==> config.mk <==
export PLATFORM = sky130hd
export DESIGN_NAME = relu_result_writeback
export DESIGN_NICKNAME = d
export VERILOG_FILES = /design/src/rtl/relu_result_writeback.sv
export SDC_FILE = /design/constraint.sdc
export NUM_CORES = 1
export LEC_CHECK = 0
export CAP_MARGIN = 20
export CORE_ASPECT_RATIO = 0.8
export CORE_UTILIZATION = 32
export DETAILED_ROUTE_END_ITERATION = 6
export PLACE_DENSITY = 0.61
export SLEW_MARGIN = 20
export SYNTH_ARGS = -nofsm -noshare
export SYNTH_HDL_FRONTEND = slang
export SYNTH_SLANG_ARGS = --single-unit
==> constraint.sdc <==
create_clock -name clk -period 2.2 [get_ports clk]
set_input_delay 0.44 -clock clk [delete_from_list [all_inputs] [get_ports clk]]
set_output_delay 0.44 -clock clk [all_outputs]
set_load 0.02 [all_outputs]
==> src/rtl/relu_result_writeback.sv <==
// relu_result_writeback
//   Captures one ReLU result word per dot-product unit on each tpu_done
//   pulse and writes them out one at a time, lowest active unit first, to
//   raster-ordered addresses starting at a programmable base. Pulses
//   layer_done once the programmed number of words has been written.
//
// Ports
//   clk, reset        clock (rising edge), asynchronous active-low reset
//   start             begin a new layer (aborts any layer in progress)
//   out_base_addr     first write address, latched on start
//   num_outputs       words to write this layer, latched on start
//   active_units      unit mask sampled with tpu_done
//   tpu_done          relu_in valid for one cycle
//   relu_in           packed per-unit result words
//   wr_en/addr/data   write request to output memory
//   wr_ready          memory accepts the presented write this cycle
//   busy              block is not idle
//   layer_done        one-cycle pulse at layer completion
//   overflow          sticky: results arrived while still draining
module relu_result_writeback #(
  parameter int DATA_WIDTH   = 16,
  parameter int IMAGE_WIDTH  = 8,
  parameter int IMAGE_HEIGHT = 8,
  parameter int NUM_UNITS    = 2,
  localparam int AW          = $clog2(IMAGE_WIDTH * IMAGE_HEIGHT)
) (
  input  logic                                 clk,
  input  logic                                 reset,
  input  logic                                 start,
  input  logic [AW-1:0]                        out_base_addr,
  input  logic [AW:0]                          num_outputs,
  input  logic [NUM_UNITS-1:0]                 active_units,
  input  logic                                 tpu_done,
  input  logic [NUM_UNITS-1:0][DATA_WIDTH-1:0] relu_in,
  output logic                                 wr_en,
  output logic [AW-1:0]                        wr_addr,
  output logic [DATA_WIDTH-1:0]                wr_data,
  input  logic                                 wr_ready,
  output logic                                 busy,
  output logic                                 layer_done,
  output logic                                 overflow
);

  localparam int SW = (NUM_UNITS > 1) ? $clog2(NUM_UNITS) : 1;

  typedef enum logic [1:0] {
    S_IDLE  = 2'd0,
    S_WAIT  = 2'd1,
    S_DRAIN = 2'd2,
    S_DONE  = 2'd3
  } state_t;

  state_t                               state_q, state_d;
  logic [AW-1:0]                        base_q, base_d;
  logic [AW:0]                          total_q, total_d;
  logic [AW:0]                          written_q, written_d;
  logic [NUM_UNITS-1:0]                 pending_q, pending_d;
  logic [NUM_UNITS-1:0][DATA_WIDTH-1:0] hold_q, hold_d;
  logic                                 overflow_q, overflow_d;

  logic [SW-1:0]        sel;
  logic [NUM_UNITS-1:0] pending_clr;
  logic [AW:0]          written_inc;

  // Lowest set pending bit picks the unit to write next.
  always_comb begin
    sel = '0;
    for (int i = NUM_UNITS - 1; i >= 0; i--) begin
      if (pending_q[i]) sel = SW'(i);
    end
  end

  always_comb begin
    pending_clr      = pending_q;
    pending_clr[sel] = 1'b0;
  end

  assign written_inc = written_q + (AW+1)'(1);

  // Write port is a pure function of registered state; wr_ready only
  // affects the next state, never these outputs.
  always_comb begin
    wr_en   = 1'b0;
    wr_addr = '0;
    wr_data = '0;
    if (state_q == S_DRAIN) begin
      wr_en   = 1'b1;
      wr_addr = base_q + written_q[AW-1:0];
      wr_data = hold_q[sel];
    end
  end

  assign busy       = (state_q != S_IDLE);
  assign layer_done = (state_q == S_DONE);
  assign overflow   = overflow_q;

  always_comb begin
    state_d    = state_q;
    base_d     = base_q;
    total_d    = total_q;
    written_d  = written_q;
    pending_d  = pending_q;
    hold_d     = hold_q;
    overflow_d = overflow_q;

    // start has priority over everything, including a same-cycle tpu_done.
    if (start) begin
      base_d     = out_base_addr;
      total_d    = num_outputs;
      written_d  = '0;
      pending_d  = '0;
      overflow_d = 1'b0;
      state_d    = (num_outputs == '0) ? S_DONE : S_WAIT;
    end else begin
      unique case (state_q)
        S_IDLE: begin
          // tpu_done while idle is silently ignored.
        end
        S_WAIT: begin
          if (tpu_done) begin
            hold_d    = relu_in;
            pending_d = active_units;
            if (active_units != '0) state_d = S_DRAIN;
          end
        end
        S_DRAIN: begin
          if (tpu_done) overflow_d = 1'b1;
          if (wr_ready) begin
            written_d = written_inc;
            pending_d = pending_clr;
            if (written_inc == total_q) begin
              // Layer complete: leftover results of this batch are dropped.
              pending_d = '0;
              state_d   = S_DONE;
            end else if (pending_clr == '0) begin
              state_d = S_WAIT;
            end
          end
        end
        S_DONE: begin
          if (tpu_done) overflow_d = 1'b1;
          state_d = S_IDLE;
        end
        default: state_d = S_IDLE;
      endcase
    end
  end

  always_ff @(posedge clk or negedge reset) begin
    if (!reset) begin
      state_q    <= S_IDLE;
      base_q     <= '0;
      total_q    <= '0;
      written_q  <= '0;
      pending_q  <= '0;
      hold_q     <= '0;
      overflow_q <= 1'b0;
    end else begin
      state_q    <= state_d;
      base_q     <= base_d;
      total_q    <= total_d;
      written_q  <= written_d;
      pending_q  <= pending_d;
      hold_q     <= hold_d;
      overflow_q <= overflow_d;
    end
  end

endmodule

==> results of run 1 <==
worst reg2reg max path, stage by stage, from the launching register on:
cell,delay [ns]
dfrtp_1,0.41
buf_4,0.15
buf_4,0.15
ha_1,0.28
nand2b_1,0.19
and3b_1,0.17
a211o_1,0.30
a311oi_2,0.24
a211oi_2,0.07
final cells by class:
cell class              instances  share of cell area (%)
flip-flops and latches         57                    30.9
multi-input cells             213                    36.9
repair buffers                113                    21.6
inverters                       5                   0.407
well taps                     115                    3.12
clock inverters                 5                    1.71
clock buffers                  11                    5.27
per-stage QoR:
stage	std cells	area, um2	setup WS, ns	total power (W)
floorplan	288	3130	-0.0907	0.00266
global placement	495	4220	-0.395	0.00332
detailed placement	495	4220	-0.449	0.00338
CTS	517	4550	-0.217	0.00491
global route	519	4610	-0.303	0.00523
finish	519	4610	-0.227	0.00491
cell families (layout without fill, tap and decap cells):
logic type,count (synthesis),after routing
multiplexers,47,47
XOR/XNOR,15,15
adder cells (fa/ha/maj),11,11
AO/OA/AOI/OAI,53,53
buffers and inverters,18,134
flip-flops,57,57
AND/OR/NAND/NOR,87,87
worst paths after layout:
kind | slack, ns | to | startpoint | cells after the start
hold / removal | 0.12 | total_q[1]$_DFFE_PN0P_ | reset | 1
min in group clk | 0.50 | hold_q[15]$_DFFE_PN0P_ | hold_q[15]$_DFFE_PN0P_ | 1
setup / recovery | -0.23 | wr_addr[4] | base_q[0]$_DFFE_PN0P_ | 7
max in group asynchronous | 1.48 | written_q[0]$_DFFE_PN0P_ | reset | 2
hold reg to reg | 0.50 | hold_q[15]$_DFFE_PN0P_ | hold_q[15]$_DFFE_PN0P_ | 1
setup reg to reg | 0.10 | state_q[0]$_DFFE_PN0P_ | written_q[0]$_DFFE_PN0P_ | 8
power groups by stage:
stage | logic, W | registers [W] | clock network (W)
detailed placement | 0.00176 | 0.00161 | 0
floorplan | 0.00108 | 0.00158 | 0
global route | 0.00199 | 0.00165 | 0.00159
finish | 0.00182 | 0.00159 | 0.00150
CTS | 0.00178 | 0.00159 | 0.00154
global placement | 0.00173 | 0.00159 | 0
routing by layer:
| layer | share of wire, % | vias to the layer above |
|---|---|---|
| met5 | 0 | - |
| li1 | - | 1242 |
| met1 | 50 | 1248 |
| met4 | 1.3 | 0 |
| met2 | 44 | 68 |
| met3 | 4.6 | 11 |
what timing repair did:
action | 4_1_cts | 5_1_grt
setup endpoints to repair | 26 | 18
buffers inserted | 6 | 2
gates resized for setup | 95 | 30
endpoints found under the hold margin | 0 | 0
pin swaps | 3 | 6
state kept, by name, indices dropped and copies added, names as in the netlist:
register / cells
pending_q: 2
total_q: 7
hold_q: 32
written_q: 7
state_q: 2
overflow: 1
base_q: 6
placed cells by master (no fill, tap or decap), types with 3 or more instances in the layout:
master / instances
nand2_1: 42
clkdlybuf4s50_1: 52
buf_6: 4
a21boi_1: 10
o21ai_0: 6
xnor2_1: 7
a21oi_1: 6
a21o_1: 3
clkbuf_2: 5
mux2_2: 47
buf_2: 13
clkbuf_16: 9
ha_1: 8
and2_1: 5
inv_1: 4
nor2_1: 9
a21boi_0: 6
xor2_1: 8
buf_4: 32
nor2b_1: 3
nand2b_1: 6
dfrtp_1: 57
nand3_1: 4
a21oi_2: 3
==> reports/metrics.cfg, run 1 <==
[outcome]
status = complete, but fails checks
violations = setup timing

[setup_path]
worstPathMaxFanout = 2
crit_required_ns = 1.76
slowest_stage = dfrtp_1
crit_type = reg -> out
crit_buf_inv = 1
cp.arrival_ns = 1.99
start_kind = register
slowest_delay_ns = 0.41
cp-end-kind = output pin
cp_cell_sequence = ha_4 -> fa_2 -> a21o_1 -> a21oi_2 -> xnor2_1 -> and2_1 -> buf_6
critPathTopFamily = adder cells

[run]
maxCapViolCount = 0

[timing]
finalSetupViolCount = 3
fin_crit_ns = 2.43
timing.slew.headroom_pct = 60.6
tightest_slew_ns = 0.591
fin_hold_ws_ns = 0.122
skew_ns = 0.00345
setup_ws_ns = -0.227
rsz0062_at_grt = yes
hold_viol_final = 0
slew_violations = 0
clock.fmax_ghz = 0.412
tns_ns = -0.537
post-route-period-util_pct = 110

[logic_synthesis]
synth-main-ff-cell = dfrtp_1
synth_xor_area_share_pct = 4.21
synth.top_cell.area_share_pct = 45.7
synth.ff_latch_count = 57
synth_mux_area_share_pct = 17.0
synth_compound_area_share_pct = 12.3
yosysSeqAreaShare_pct = 45.7
ys_top_cells_by_area = dfrtp_1 46%, mux2_2 17%, nand2_1 5.1%
syn_area_um2 = 3120
synthAdderAreaFrac_pct = 4.65
synth_top_family_by_area = multiplexers
ys_warn_count = 0
yosys-top-cells-count = 57 x dfrtp_1, 47 x mux2_2, 42 x nand2_1
synth_nets = 351
synth_edf_count = 0
post-synth-top-count-cell = dfrtp_1
synth_cell_types = 49
avgSynthCellArea_um2 = 10.8
async_flop_share_pct = 100
synth_top_area_cell = dfrtp_1
syn-instance-count = 288
yosys.area_share.simple_pct = 13.8

[cts]
cts.clk_slew.worst_paths_ns = 0.05
htreeDepth = 3
clk_latency_ns = 0.32
cts_buffers = 9
ctsLongestPathBuffers = 2
ctsHoldBuffers = 0
cts-root-buf = clkbuf_16
clock-sinks = 57
cts_tree = done

[floorplanning]
core_area_um2 = 9270
dieArea_um2 = 10200
row_count = 31
start_util_pct = 33.7
die_y_um = 90.3
boundaryPins = 78
die_x_um = 112

[global_route]
grt_pass1_wl_mm = 13.3
grt_overflow = 0
gr-usage-met2_pct = 25.7
grt_antenna_before_repair = 0
busiest_layer = met2
grt_use_met1_pct = 23.2
grt_pass1_vias = 2654
grt_max_degree = 35
gr-usage-met3_pct = 4.36
grt_usage_pct = 16.9

[drt]
vias_per_cell = 4.95
ant_nets = 0
drcViolationCount = 0
drtIter0Drc = 98
dr.pass1.iters = 4
vias = 2569
routed_wl_mm = 7.99
wl_per_cell_um = 15.4

[finish]
drive_gt1_share_pct = 35.1
seq_area_um2 = 1430
fin_util_pct = 49.7
multiInputGateArea_um2 = 1700
final_nets = 462
area_growth_pct = 47.7
diodes = 0
nFillCells = 880

[pwr]
p_leak_nw = 2.04
p_sw_w = 0.00152
pwr-share-clk_pct = 30.5
p_sw_share_pct = 30.9
internal_power_w = 0.00339
vdd_drop_max_uv = 460
p_seq_share_pct = 32.5
power_frac_comb_pct = 37.0
power.density_nw_per_um2 = 1070

[place]
io_buffers = 77
routabilityCongestion = 0.810
dp_hpwl_mm = 5.69

[hold_path]
hold_path_class = in -> async

Power figures use the tool's default switching activity.
==> inputs of run 2 (changes only) <==
--- a/config.mk
+++ b/config.mk
@@ -5,11 +5,12 @@
 export SDC_FILE = /design/constraint.sdc
 export NUM_CORES = 1
 export LEC_CHECK = 0
+export ABC_AREA = 1
 export CAP_MARGIN = 20
 export CORE_ASPECT_RATIO = 0.8
 export CORE_UTILIZATION = 32
 export DETAILED_ROUTE_END_ITERATION = 6
-export PLACE_DENSITY = 0.61
+export PLACE_DENSITY = 0.62
 export SLEW_MARGIN = 20
 export SYNTH_ARGS = -nofsm -noshare
 export SYNTH_HDL_FRONTEND = slang
==> run 2 against run 1 <==
The run still ends with setup timing left. Utilization is 1.3 points lower. Sequential share of layout area up 1.6 points. Synthesized cell count rose by 17%. Clock skew grew 0.0032 ns. Setup slack improved by 0.14 ns. Global-route usage is 0.55 points lower. Register-to-register slack gained 0.22 ns. Final cell count rose by 6.7%. Combinational power fell by 3%. First-iteration DRC count increased by 17%. Non-clock buffer count shrank 16. Largest cell class unchanged.
==> reports/metrics.cfg, run 2 <==
[finish]
final_cell_mix = 68 x nand2_1, 57 x dfrtp_1, 52 x clkdlybuf4s50_1
drive_gt1_share_pct = 18.9  ; -16 points
largest_register_ffs = 32  ; unchanged
area_growth_pct = 47.7  ; about the same
final_nets = 497  ; +7.6%
reg_top3 = hold_q: 32 flops, total_q: 7 flops, written_q: 7 flops
max_flop_register = hold_q
diodes = 0  ; unchanged
final_common_cell = nand2_1

[timing]
rsz0062_at_grt = yes
fin_hold_ws_ns = 0.131  ; +0.00889 ns
slew_violations = 0  ; unchanged
clock.fmax_ghz = 0.438  ; +6.3%
setup_ws_ns = -0.0823  ; +0.145 ns
post-route-period-util_pct = 104  ; -6.6 points
tightest_slew_ns = 0.595  ; +0.00375 ns
timing.slew.headroom_pct = 60.3  ; -0.25 points
hold_viol_final = 0  ; unchanged
fin_crit_ns = 2.28  ; -0.145 ns
tns_ns = -0.152  ; +0.386 ns
skew_ns = 0.00663  ; +0.00318 ns
finalSetupViolCount = 2  ; -1

[place]
routabilityCongestion = 0.831  ; +2.7%
io_buffers = 77  ; unchanged
place_ws_ns = -0.290  ; +0.159 ns
dp_hpwl_mm = 5.13  ; -9.8%

[logic_synthesis]
ys_warn_count = 0  ; unchanged
synth_edf_count = 0  ; unchanged
synth-main-ff-cell = dfrtp_1
yosys-top-cells-count = 71 x nand2_1, 57 x dfrtp_1, 46 x nor2_1
synth_cell_types = 26  ; -47%
synth_nets = 399  ; +14%
post-synth-top-count-cell = nand2_1
synth.top_cell.area_share_pct = 48.1  ; +2.4 points
avgSynthCellArea_um2 = 8.83  ; -19%
synth_top_area_cell = dfrtp_1
syn_area_um2 = 2970  ; -5.0%
yosysSeqAreaShare_pct = 48.1  ; +2.4 points
ys_top_cells_by_area = dfrtp_1 48%, mux2_1 11%, nand2_1 9.0%
synth.ff_latch_count = 57  ; unchanged
syn-instance-count = 336  ; +17%
async_flop_share_pct = 100  ; unchanged

[hold_path]
hold_path_class = in -> async

[floorplanning]
die_x_um = 110  ; -2.5%
die_y_um = 88.1  ; -2.5%
dieArea_um2 = 9660  ; -4.9%
core_area_um2 = 9040  ; -2.5%
boundaryPins = 78  ; unchanged
start_util_pct = 32.8  ; -0.86 points
row_count = 31  ; unchanged

[global_route]
gr-usage-met3_pct = 4.17  ; -0.20 points
grt_pass1_wl_mm = 11.9  ; -10%
grt_max_degree = 35  ; unchanged
busiest_layer = met2
grt_use_met1_pct = 21.6  ; -1.6 points
grt_usage_pct = 16.3  ; -0.55 points
grt_overflow = 0  ; unchanged
grt_antenna_before_repair = 0  ; unchanged
gr-usage-met2_pct = 26.0  ; +0.23 points
grt_pass1_vias = 2558  ; -3.6%

[cts]
htreeDepth = 3  ; unchanged
clk_latency_ns = 0.32  ; about the same
cts.clk_slew.worst_paths_ns = 0.05  ; about the same
cts_buffers = 9  ; unchanged
clock-sinks = 57  ; unchanged
ctsLongestPathBuffers = 2  ; unchanged
cts_tree = done
cts-root-buf = clkbuf_16

[outcome]
status = complete, but fails checks
violations = setup timing

[drt]
drtIter0Drc = 115  ; +17%
vias_per_cell = 4.60  ; -7.2%
wl_per_cell_um = 13.1  ; -15%
vias = 2546  ; -0.90%
routed_wl_mm = 7.25  ; -9.2%
dr.pass1.iters = 4  ; unchanged
ant_nets = 0  ; unchanged
drcViolationCount = 0  ; unchanged

[pwr]
power.density_nw_per_um2 = 1110  ; +4.5%
finalPower_w = 0.00488  ; -0.72%
vdd_drop_max_uv = 431  ; -6.3%
p_leak_nw = 2.09  ; +2.9%

[setup_path]
crit_required_ns = 1.76  ; about the same
worstPathMaxFanout = 2  ; unchanged
cp-end-kind = output pin
crit_type = reg -> out
start_kind = register
cp.arrival_ns = 1.84  ; -0.15 ns

[run]
maxCapViolCount = 0  ; unchanged

[run 2: report_power, final]
group	total (W)	switching [W]	internal, W
Combinational	0.00177	0.000949	0.000824
Sequential	0.00160	0.000185	0.00142
Clock	0.00150	0.000453	0.00105
[run 2: cell type report]
| type | instances | area (um2) |
|---|---|---|
| tap | 115 | 144 |
| timing repair buffer | 97 | 920 |
| fill | 879 | 4660 |
| clock inverter | 5 | 77.6 |
| sequential | 57 | 1430 |
| inverter | 31 | 116 |
| multi-input combinational | 238 | 1440 |
| clock buffer | 11 | 253 |
[run 2: metrics by stage]
| stage | instances | instance area [um2] | utilization, % |
|---|---|---|---|
| floorplan | 336 | 2970 | - |
| global placement | 535 | 4020 | 44.4 |
| detailed placement | 535 | 4020 | 44.4 |
| CTS | 551 | 4350 | 48.1 |
| global route | 554 | 4380 | 48.5 |
| finish | 554 | 4380 | 48.5 |
[run 2: kinds of logic after synthesis]
family	Yosys count	share of synthesized area [%]
xor gates and xnor gates	3	0.886
AOI/OAI and AO/OA	44	7.72
adders and majority gates	11	4.89
buffers and inverters	41	5.32
and+or+nand+nor	148	20.9
muxes	32	12.2
DFF	57	48.1
[run 2: what timing repair did]
action / 4_1_cts / 5_1_grt
cloned: 0 / 1
hold buffers: 0 / 0
setup endpoints to repair: 23 / 21
setup buffers: 0 / 3
pin swaps: 0 / 5
gates resized for setup: 60 / 33
[run 2: worst paths after layout]
check / cells after the start / to / start / slack, ns
max: 9 / wr_addr[4] / base_q[0]$_DFFE_PN0P_ / -0.08
min: 1 / base_q[5]$_DFFE_PN0P_ / reset / 0.13
max reg2reg: 12 / state_q[0]$_DFFE_PN0P_ / written_q[1]$_DFFE_PN0P_ / 0.32
min reg2reg: 1 / hold_q[1]$_DFFE_PN0P_ / hold_q[1]$_DFFE_PN0P_ / 0.48
max in group asynchronous: 2 / hold_q[15]$_DFFE_PN0P_ / reset / 1.49
min in group clk: 1 / hold_q[1]$_DFFE_PN0P_ / hold_q[1]$_DFFE_PN0P_ / 0.48
[run 2: critical path, stage by stage, from the launching register on]
cell and delay, ns:
dfrtp_1 0.39, ha_2 0.20, fa_2 0.35, nand2_2 0.07
inv_2 0.04, o21ai_2 0.09, nand2_1 0.07, o21ai_1 0.11
a21oi_1 0.05, buf_4 0.15
[run 2: metal layers]
layer	up-vias	share of wire, %
li1	1298	-
met1	1171	49
met2	70	46
met3	7	4.6
met4	0	0.97
met5	-	0
==> inputs of run 3 (changes only) <==
--- a/config.mk
+++ b/config.mk
@@ -8,9 +8,10 @@
 export ABC_AREA = 1
 export CAP_MARGIN = 20
 export CORE_ASPECT_RATIO = 0.8
-export CORE_UTILIZATION = 32
+export CORE_MARGIN = 1.5
+export CORE_UTILIZATION = 38
 export DETAILED_ROUTE_END_ITERATION = 6
-export PLACE_DENSITY = 0.62
+export PLACE_DENSITY = 0.7
 export SLEW_MARGIN = 20
 export SYNTH_ARGS = -nofsm -noshare
 export SYNTH_HDL_FRONTEND = slang
==> run 3 against run 2 <==
The run still ends with setup timing left. Largest cell class is now sequential cells. Global-route usage rose by 2.2 points. Fmax down 3.7%. Setup slack lost 0.089 ns. Highest routed layer unchanged. Clock skew is 0.0013 ns lower. Wire length is 4.6% lower. Critical endpoint unchanged. Flip-flop and latch count unchanged. Power down 13%.
==> reports/metrics.cfg, run 3 (same netlist as run 2, synthesis figures left out) <==
[finish]
area_growth_pct = 41.2
max_flop_register = hold_q
drive_gt1_share_pct = 17.9  ; -1.0 points
reg_top3 = hold_q: 32 flops, total_q: 7 flops, written_q: 7 flops
final_nets = 500  ; +0.60%
seq_area_um2 = 1430  ; unchanged
final_cells = 547  ; -1.3%
multiInputGateArea_um2 = 1420  ; -1.5%
nFillCells = 712  ; -19%
final_common_cell = nand2_1
final_cell_mix = 69 x nand2_1, 57 x dfrtp_1, 52 x clkdlybuf4s50_1
fin_util_pct = 56.1  ; +7.7 points
largest_register_ffs = 32  ; unchanged
diodes = 0  ; unchanged

[setup_path]
crit_type = reg -> out
crit_buf_inv = 2  ; unchanged
worstPathMaxFanout = 2  ; unchanged
critPathTopFamily = adder cells
cp.depth = 9  ; unchanged
start_kind = register
slowest_stage = dfrtp_1
cp-end-kind = output pin
cp_cell_sequence = ha_2 -> fa_2 -> nand2_1 -> inv_1 -> o21ai_1 -> nand2_1 -> o21ai_1 -> a21oi_1 -> buf_2
rr_worst_depth = 12  ; unchanged
slowest_delay_ns = 0.40  ; about the same
cp.arrival_ns = 1.93  ; +0.09 ns
crit_required_ns = 1.76  ; about the same

[floorplanning]
row_count = 28  ; -9.7%
die_x_um = 102  ; -7.2%
boundaryPins = 78  ; unchanged
core_area_um2 = 7460  ; -17%
die_y_um = 82.0  ; -6.9%
dieArea_um2 = 8350  ; -14%
start_util_pct = 39.7  ; +6.9 points

[cts]
htreeDepth = 3  ; unchanged
clock-sinks = 57  ; unchanged
ctsHoldBuffers = 0  ; unchanged
clk_latency_ns = 0.33  ; about the same
ctsLongestPathBuffers = 2  ; unchanged
cts-root-buf = clkbuf_8
cts.clk_slew.worst_paths_ns = 0.07  ; +0.02 ns
cts_tree = done
cts_buffers = 9  ; unchanged

[hold_path]
hold_path_class = in -> async

[pwr]
finalPower_w = 0.00426  ; -13%
vdd_drop_max_uv = 532  ; +23%
power.density_nw_per_um2 = 1020  ; -8.7%
p_leak_nw = 2.04  ; -2.6%

[global_route]
grt_usage_pct = 18.5  ; +2.2 points
grt_pass1_vias = 2565  ; +0.27%
grt_overflow = 0  ; unchanged
grt_pass1_wl_mm = 11.8  ; -0.64%
grt_antenna_before_repair = 0  ; unchanged
grt_max_degree = 58  ; +66%

[timing]
rsz0062_at_grt = yes
tightest_slew_ns = 0.452  ; -0.143 ns
hold_viol_final = 0  ; unchanged
skew_ns = 0.00533  ; -0.00130 ns
clock.fmax_ghz = 0.422  ; -3.7%
fin_crit_ns = 2.37  ; +0.0887 ns
slew_violations = 0  ; unchanged
timing.slew.headroom_pct = 69.8  ; +9.4 points
finalSetupViolCount = 3  ; +1
setup_ws_ns = -0.171  ; -0.0887 ns
post-route-period-util_pct = 108  ; +4.0 points

[outcome]
violations = setup timing
status = complete, but fails checks

[run]
maxCapViolCount = 0  ; unchanged

[place]
routabilityCongestion = 0.875  ; +5.3%
dp_hpwl_mm = 5.01  ; -2.3%
io_buffers = 77  ; unchanged
place_ws_ns = -0.321  ; -0.0311 ns
place_inst = 525  ; -1.9%

[drt]
vias = 2568  ; +0.86%
wl_per_cell_um = 12.6  ; -3.4%
dr.pass1.iters = 4  ; unchanged
ant_nets = 0  ; unchanged
drtIter0Drc = 88  ; -23%
drcViolationCount = 0  ; unchanged
routed_wl_mm = 6.92  ; -4.6%
vias_per_cell = 4.69  ; +2.2%

==> run 3: stage by stage <==
| step | hold WS [ns] | instance area [um2] | setup TNS (ns) |
|---|---|---|---|
| after floorplan | 0.144 | 2970 | 0 |
| final | 0.0891 | 4190 | -0.271 |
| after global placement | 0.462 | 4000 | -0.620 |
| after global routing | 0.101 | 4190 | -0.652 |
| after detailed placement | 0.469 | 4000 | -0.796 |
| after CTS | 0.0928 | 4190 | -0.222 |
==> run 3: what timing repair did <==
item / 4_1_cts / 5_1_grt
setup endpoints to repair: 23 / 21
setup buffers: 1 / 5
pin swaps: 0 / 5
gates resized for setup: 45 / 38
==> run 3: final timing paths <==
| check | from | end | slack [ns] |
|---|---|---|---|
| hold / removal | reset | hold_q[2]$_DFFE_PN0P_ | 0.09 |
| setup reg to reg | written_q[0]$_DFFE_PN0P_ | state_q[0]$_DFFE_PN0P_ | 0.36 |
| max in group asynchronous | reset | base_q[2]$_DFFE_PN0P_ | 1.85 |
| min in group clk | base_q[3]$_DFFE_PN0P_ | base_q[3]$_DFFE_PN0P_ | 0.48 |
| hold reg to reg | base_q[3]$_DFFE_PN0P_ | base_q[3]$_DFFE_PN0P_ | 0.48 |
| setup / recovery | base_q[0]$_DFFE_PN0P_ | wr_addr[4] | -0.17 |
==> run 3: report_power, final <==
part	leakage (nW)	internal (W)	switching, W
registers	0.700	0.00142	0.000174
logic	1.25	0.000779	0.000925
clock network	0.0929	0.000527	0.000438
==> run 3: layer usage <==
metal	part of all wire (%)	global-route usage (%)
met3	4.4	4.68
met2	46	31.1
met5	0	0
met1	49	23.5
met4	0.82	5.97
==> run 3: final cells by class <==
type | instances | area share (%)
sequential | 57 | 34.1
inverter | 31 | 2.78
timing repair buffer | 100 | 21.4
clock inverter | 6 | 1.61
tap | 105 | 3.14
clock buffer | 10 | 3.05
multi-input combinational | 238 | 33.9
